[config.mk]
export PLATFORM = sky130hd
export DESIGN_NAME = if_stage
export DESIGN_NICKNAME = d
export VERILOG_FILES = /design/src/rtl/if_stage.sv
export SDC_FILE = /design/constraint.sdc
export NUM_CORES = 1
export LEC_CHECK = 0
export CORE_AREA = 10 10 123 125
export DETAILED_ROUTE_END_ITERATION = 10
export DIE_AREA = 0 0 133 135
export PLACE_DENSITY_LB_ADDON = 0.1
export SYNTH_ARGS = -nofsm -noshare
export SYNTH_HDL_FRONTEND = slang
export SYNTH_SLANG_ARGS = --single-unit
[constraint.sdc]
create_clock -name clk -period 12.7 [get_ports clk]
set_clock_uncertainty 0.2 [all_clocks]
set_input_delay 3.175 -clock clk [delete_from_list [all_inputs] [get_ports clk]]
set_output_delay 3.175 -clock clk [all_outputs]
set_load 0.01 [all_outputs]
[src/rtl/if_stage.sv]
// Instruction-fetch stage: owns the PC, addresses the combinational ROM and fills IF/ID.
// Stops permanently (until reset) on an unprogrammed ROM word or a misaligned redirect.
module if_stage #(
    parameter logic [31:0] RESET_PC    = 32'h0000_0000,
    parameter logic [31:0] UNPROG_WORD = 32'hFFFF_FFFF,
    parameter int          CNT_W       = 16
) (
    input  logic             clk,
    input  logic             rst,
    input  logic             stall_i,
    input  logic             redirect_i,
    input  logic [31:0]      redirect_pc_i,
    output logic [31:0]      imem_addr_o,
    input  logic [31:0]      imem_data_i,
    output logic [31:0]      if_id_instr_o,
    output logic [31:0]      if_id_pc4_o,
    output logic             if_id_valid_o,
    output logic             halted_o,
    output logic             misalign_o,
    output logic [CNT_W-1:0] fetch_cnt_o
);

    typedef enum logic {
        RUN,
        HALT
    } state_t;

    state_t             r_state;
    logic [31:0]        r_pc;
    logic [31:0]        r_instr;
    logic [31:0]        r_pc4;
    logic               r_valid;
    logic               r_halted;
    logic               r_misalign;
    logic [CNT_W-1:0]   r_cnt;

    logic [31:0]        w_pc4;
    logic               w_redirAligned;

    assign w_pc4          = r_pc + 32'd4;
    assign w_redirAligned = (redirect_pc_i[1:0] == 2'b00);

    // A redirect always wins because whatever the ROM returns this cycle is wrong-path.
    always_ff @(posedge clk or posedge rst) begin
        if (rst) begin
            r_state    <= RUN;
            r_pc       <= RESET_PC;
            r_instr    <= 32'h0;
            r_pc4      <= 32'h0;
            r_valid    <= 1'b0;
            r_halted   <= 1'b0;
            r_misalign <= 1'b0;
            r_cnt      <= '0;
        end else begin
            case (r_state)
                RUN: begin
                    if (redirect_i) begin
                        r_instr <= 32'h0;
                        r_pc4   <= 32'h0;
                        r_valid <= 1'b0;
                        if (w_redirAligned) begin
                            r_pc <= redirect_pc_i;
                        end else begin
                            r_misalign <= 1'b1;
                            r_halted   <= 1'b1;
                            r_state    <= HALT;
                        end
                    end else if (stall_i) begin
                        r_pc <= r_pc;
                    end else if (imem_data_i == UNPROG_WORD) begin
                        r_instr  <= 32'h0;
                        r_pc4    <= 32'h0;
                        r_valid  <= 1'b0;
                        r_halted <= 1'b1;
                        r_state  <= HALT;
                    end else begin
                        r_pc    <= w_pc4;
                        r_instr <= imem_data_i;
                        r_pc4   <= w_pc4;
                        r_valid <= 1'b1;
                        r_cnt   <= r_cnt + CNT_W'(1);
                    end
                end
                HALT: begin
                    // Keep feeding bubbles so downstream stages drain cleanly.
                    r_instr  <= 32'h0;
                    r_pc4    <= 32'h0;
                    r_valid  <= 1'b0;
                    r_halted <= 1'b1;
                end
                default: begin
                    r_state <= HALT;
                end
            endcase
        end
    end

    assign imem_addr_o   = r_pc;
    assign if_id_instr_o = r_instr;
    assign if_id_pc4_o   = r_pc4;
    assign if_id_valid_o = r_valid;
    assign halted_o      = r_halted;
    assign misalign_o    = r_misalign;
    assign fetch_cnt_o   = r_cnt;

endmodule

==> results.txt <==
For this design the ratio of total power to cell area is about 120 nW/um^2. The maximum fanout along the worst path came out at 34. The later pin in the worst-skew pair is clocked with a latency of between 0.4 and 0.5 ns. In this run, synthesis produced a sequential element count of approximately 120. The library cell used most frequently in the layout, excluding fill and tap cells, is clkdlybuf4s50_1.

The setup check on the worst reg-to-reg path leaves a slack of roughly 10 ns. After routing the design area is between 8000 and 9000 sq um. The height of the die is roughly 140 um. For this run, the leading register cell type out of synthesis is dfrtp_1. For this design the total switching power over the nets is 241 uW. The number of buffers added by the clock tree synthesis step came out at 17. The total of max-cap violations is 0. The core region is around 13000 sq um. The ratio of cells with drive above 1 in the final layout came out at under 10%. The beginning of the worst hold path is halted_o$_DFFE_PP0P_. In this run, distinct cell masters in the synthesized netlist total 58. The total inserted antenna cells came out at 0.

Dividing the detail-routed via count by the number of cells gives roughly 5.7. The internal power is about 720 uW. The total design power came out at about 960 uW. The total wire length is approximately 18000 um.

For the worst setup path, the data arrival time is slightly below 6 ns. The number of global-route vias before repair came out at 5195. The most used cell along the critical path is nor2_1.

The total number of vias is roughly 5000. The leakage power figure is between 3 and 4 nW. The portion of the post-synthesis area used by sequential elements came out at between 50% and 60%. The power share of the sequential group came out at 42.8%. The average routed wire per standard cell came out at ~20 um.

The first global-routing pass estimated slightly below 30000 um of wire. The post-synthesis cell type with the largest combined area is dfrtp_1. The smallest setup slack after layout is roughly 7 ns. The critical path goes through clkdlybuf4s50_1 > buf_4 > nand2b_1 > nor2_1 > nor2_1 > o32a_1.

The actual slew at the worst max-slew pin came out at between 1 and 1.5 ns. The worst setup timing slack at the placement stage is about 6.5 ns. The final cycle utilization of the critical path is 45.4%. The time the final worst path needs with I/O delays and setup came out at approximately 5.8 ns. The total routing usage reported by global routing is around a fifth. The worst hold slack is 0.269 ns. Routability-driven placement finished with a final weighted congestion of approximately 0.85. The layout-stage area growth over the synthesis result came out at 44.3%. In this run the count of I/O pins placed on the die edge is approximately 180. CTS built an H-tree with a depth of 4. The number of nets in the layout is just under 800. The detailed router finished its first iteration with around 380 violations. The remaining global-route overflow came out at 0. The required arrival time at the worst endpoint came out at around 13 ns. In the routed design, unresolved DRC markers number 0.

The maximum single-stage delay on the critical path came out at 0.92 ns. The detailed-placement wirelength estimate came out at roughly 13000 um. The post-synthesis instance area is around 5600 sq um. The maximum number of pins on one net before global-route repair came out at 77. The maximum number of buffers from clock root to sink came out at 2. The class of the most critical setup path is primary input to flop.

The cell at the root of the clock tree is clkbuf_16. The flow ran to the end, and the final reports show no timing, DRC or antenna violations. The total iterations of the first detailed-routing run is 4. The final total negative setup slack came out at 0 ns. The floorplan row count came out at 41.

The post-synthesis instance total came out at 532. The worst reg2reg path depth is 4. The largest individual stage delay along the critical path comes from the cell nor2_1. The buffer count from post-CTS setup fixing came out at 0.

The switching power share of the total came out at between 20% and 30%. The clock network is responsible for between 40% and 50% of the overall power. Based on the critical path, the design can be clocked at up to between 150 and 200 MHz. Measured along the x axis, the die boundary spans between 100 and 150 um. Once placement finished, the instance area stood at roughly 7500 sq um. The cell count of the worst hold path came out at 1.

The worst pin sits at a relative slew slack of 20.5%. The count of cells resized by post-cts repair is 0. The fraction of registers with async set or reset after synthesis came out at between 90% and 100%. Setup repair after global routing left no endpoint under its margin. The remaining antenna violation count is 0. STA classifies the critical path endpoint as a flop. The number of antenna violations at the first check in global routing was 0. In this run the critical register-to-register path is captured at imem_addr_o[8]$_DFFE_PP0P_. For this design, the sink count on the clock tree is between 100 and 150. TritonCTS built the clock tree. The reg-to-reg startpoint is r_state$_DFF_PP0_. The top cell type by area accounts for about half of the synthesized area.

After clock tree synthesis, the flow added hold-fix buffers numbering 0. Tracing the worst setup path back leads to its startpoint at redirect_i. In the post-synthesis netlist, the biggest area contributors are dfrtp_1 (52%), a22o_1 (5.8%), nand2_1 (4.4%), xnor2_1 (3.6%), xor2_1 (3.1%). The net count after synthesis came out at between 600 and 700. The class of the tightest hold or removal check is flop to flop. The number of input and output port buffers inserted is 182. The count of yosys warnings during synthesis is 0.

In the layout the commonest cells are clkdlybuf4s50_1 (182), dfrtp_1 (116), nand2_1 (66). For this configuration, the core starts out at a cell density of between 40 and 50%. The combinational fraction of design power is a little under an eighth.

Setup violations remaining at the end of the flow were counted as 0. IR analysis of the VDD net gives a maximum drop of between 0.08 and 0.09 mV. After clock tree synthesis, the clock-pin slew on the worst setup and hold paths is 0.05 ns.

STA classifies the critical path startpoint as a primary input. The number of enable-type register cells in the synthesized netlist is 0. The count of endpoints failing hold in the final timing report is 0. For hold timing, the worst endpoint is halted_o$_DFFE_PP0P_. The max-slew violation count came out at 0. The floorplan step defined a die boundary enclosing about 18000 sq um. The average cell area after synthesis is approximately 11 sq um.
==> logic make-up (layout without fill, tap and decap cells) <==
kind of cell / count (synthesis) / in the layout / share of synthesized area (%)
AOI/OAI and AO/OA: 153 / 153 / 19.5
xor gates and xnor gates: 43 / 43 / 6.74
adders and majority gates: 2 / 2 / 0.448
buffers and inverters: 39 / 221 / 3.20
DFF: 116 / 116 / 51.9
and+or+nand+nor: 179 / 179 / 18.1
==> through the flow <==
| stage | instances | util [%] |
|---|---|---|
| after floorplan | 532 | - |
| after global placement | 857 | 59.9 |
| after detailed placement | 857 | 59.9 |
| after CTS | 886 | 64.2 |
| after global routing | 886 | 64.2 |
| final | 886 | 64.2 |
==> power groups by stage <==
stage | logic, mW | registers, mW | clock network, mW
floorplan | 0.0431 | 0.416 | 0
global placement | 0.111 | 0.417 | 0
detailed placement | 0.112 | 0.417 | 0
CTS | 0.113 | 0.411 | 0.446
global route | 0.121 | 0.415 | 0.463
finish | 0.111 | 0.412 | 0.439
==> cell usage after synthesis (all sizes together) (2+ instances only) <==
master / count
a211o: 2
a211oi: 7
a21oi: 15
a22o: 37
a22oi: 3
a311oi: 4
a32o: 2
and2: 7
and3: 10
and4: 5
buf: 20
clkbuf: 15
dfrtp: 116
ha: 2
inv: 4
nand2: 67
nand2b: 2
nand3: 23
nand4: 24
nor2: 18
nor3: 9
nor4: 7
o211ai: 11
o21a: 3
o21ai: 42
o22ai: 9
o311ai: 2
o31a: 6
or2: 4
xnor2: 23
xor2: 20
==> routing by layer <==
metal  GRT usage [%]  vias up  routed length, um
met4            6.05        0                335
met3            6.86       30               1340
met5               0        -                  0
li1                -     2323                  -
met1            24.0     2466               7610
met2            33.0      197               8690
==> worst max path at each step <==
stage	endpoint	slack (ns)	depth (start not counted)
floorplan	fetch_cnt_o[0]$_DFFE_PP0P_	6.25	1
global placement	imem_addr_o[8]$_DFFE_PP0P_	6.60	6
detailed placement	imem_addr_o[8]$_DFFE_PP0P_	6.51	6
CTS	imem_addr_o[8]$_DFFE_PP0P_	6.93	6
global route	imem_addr_o[25]$_DFFE_PP0P_	6.72	6
finish	imem_addr_o[8]$_DFFE_PP0P_	6.93	6
==> critical path, delay by kind of cell <==
kind                   cells  cell delay, ns
AND/OR/NAND/NOR            3            1.57
buffers and inverters      2            0.81
AO/OA/AOI/OAI              1            0.29
==> state kept, by name, summed over array words and instances, names as in the netlist <==
signal         flops
fetch_cnt_o       16
halted_o           1
if_id_instr_o     32
if_id_pc4_o       32
if_id_valid_o      1
imem_addr_o       32
misalign_o         1
r_state            1
==> area by class of cell <==
type                       count  area, sq um
inverter                       4         17.5
multi-input combinational    377         2520
tap                          172          215
timing repair buffer         188         1870
fill                        1037         4500
clock inverter                10         86.3
clock buffer                  19          453
sequential                   116         2900
No activity file was read; power rests on OpenSTA's default activity.
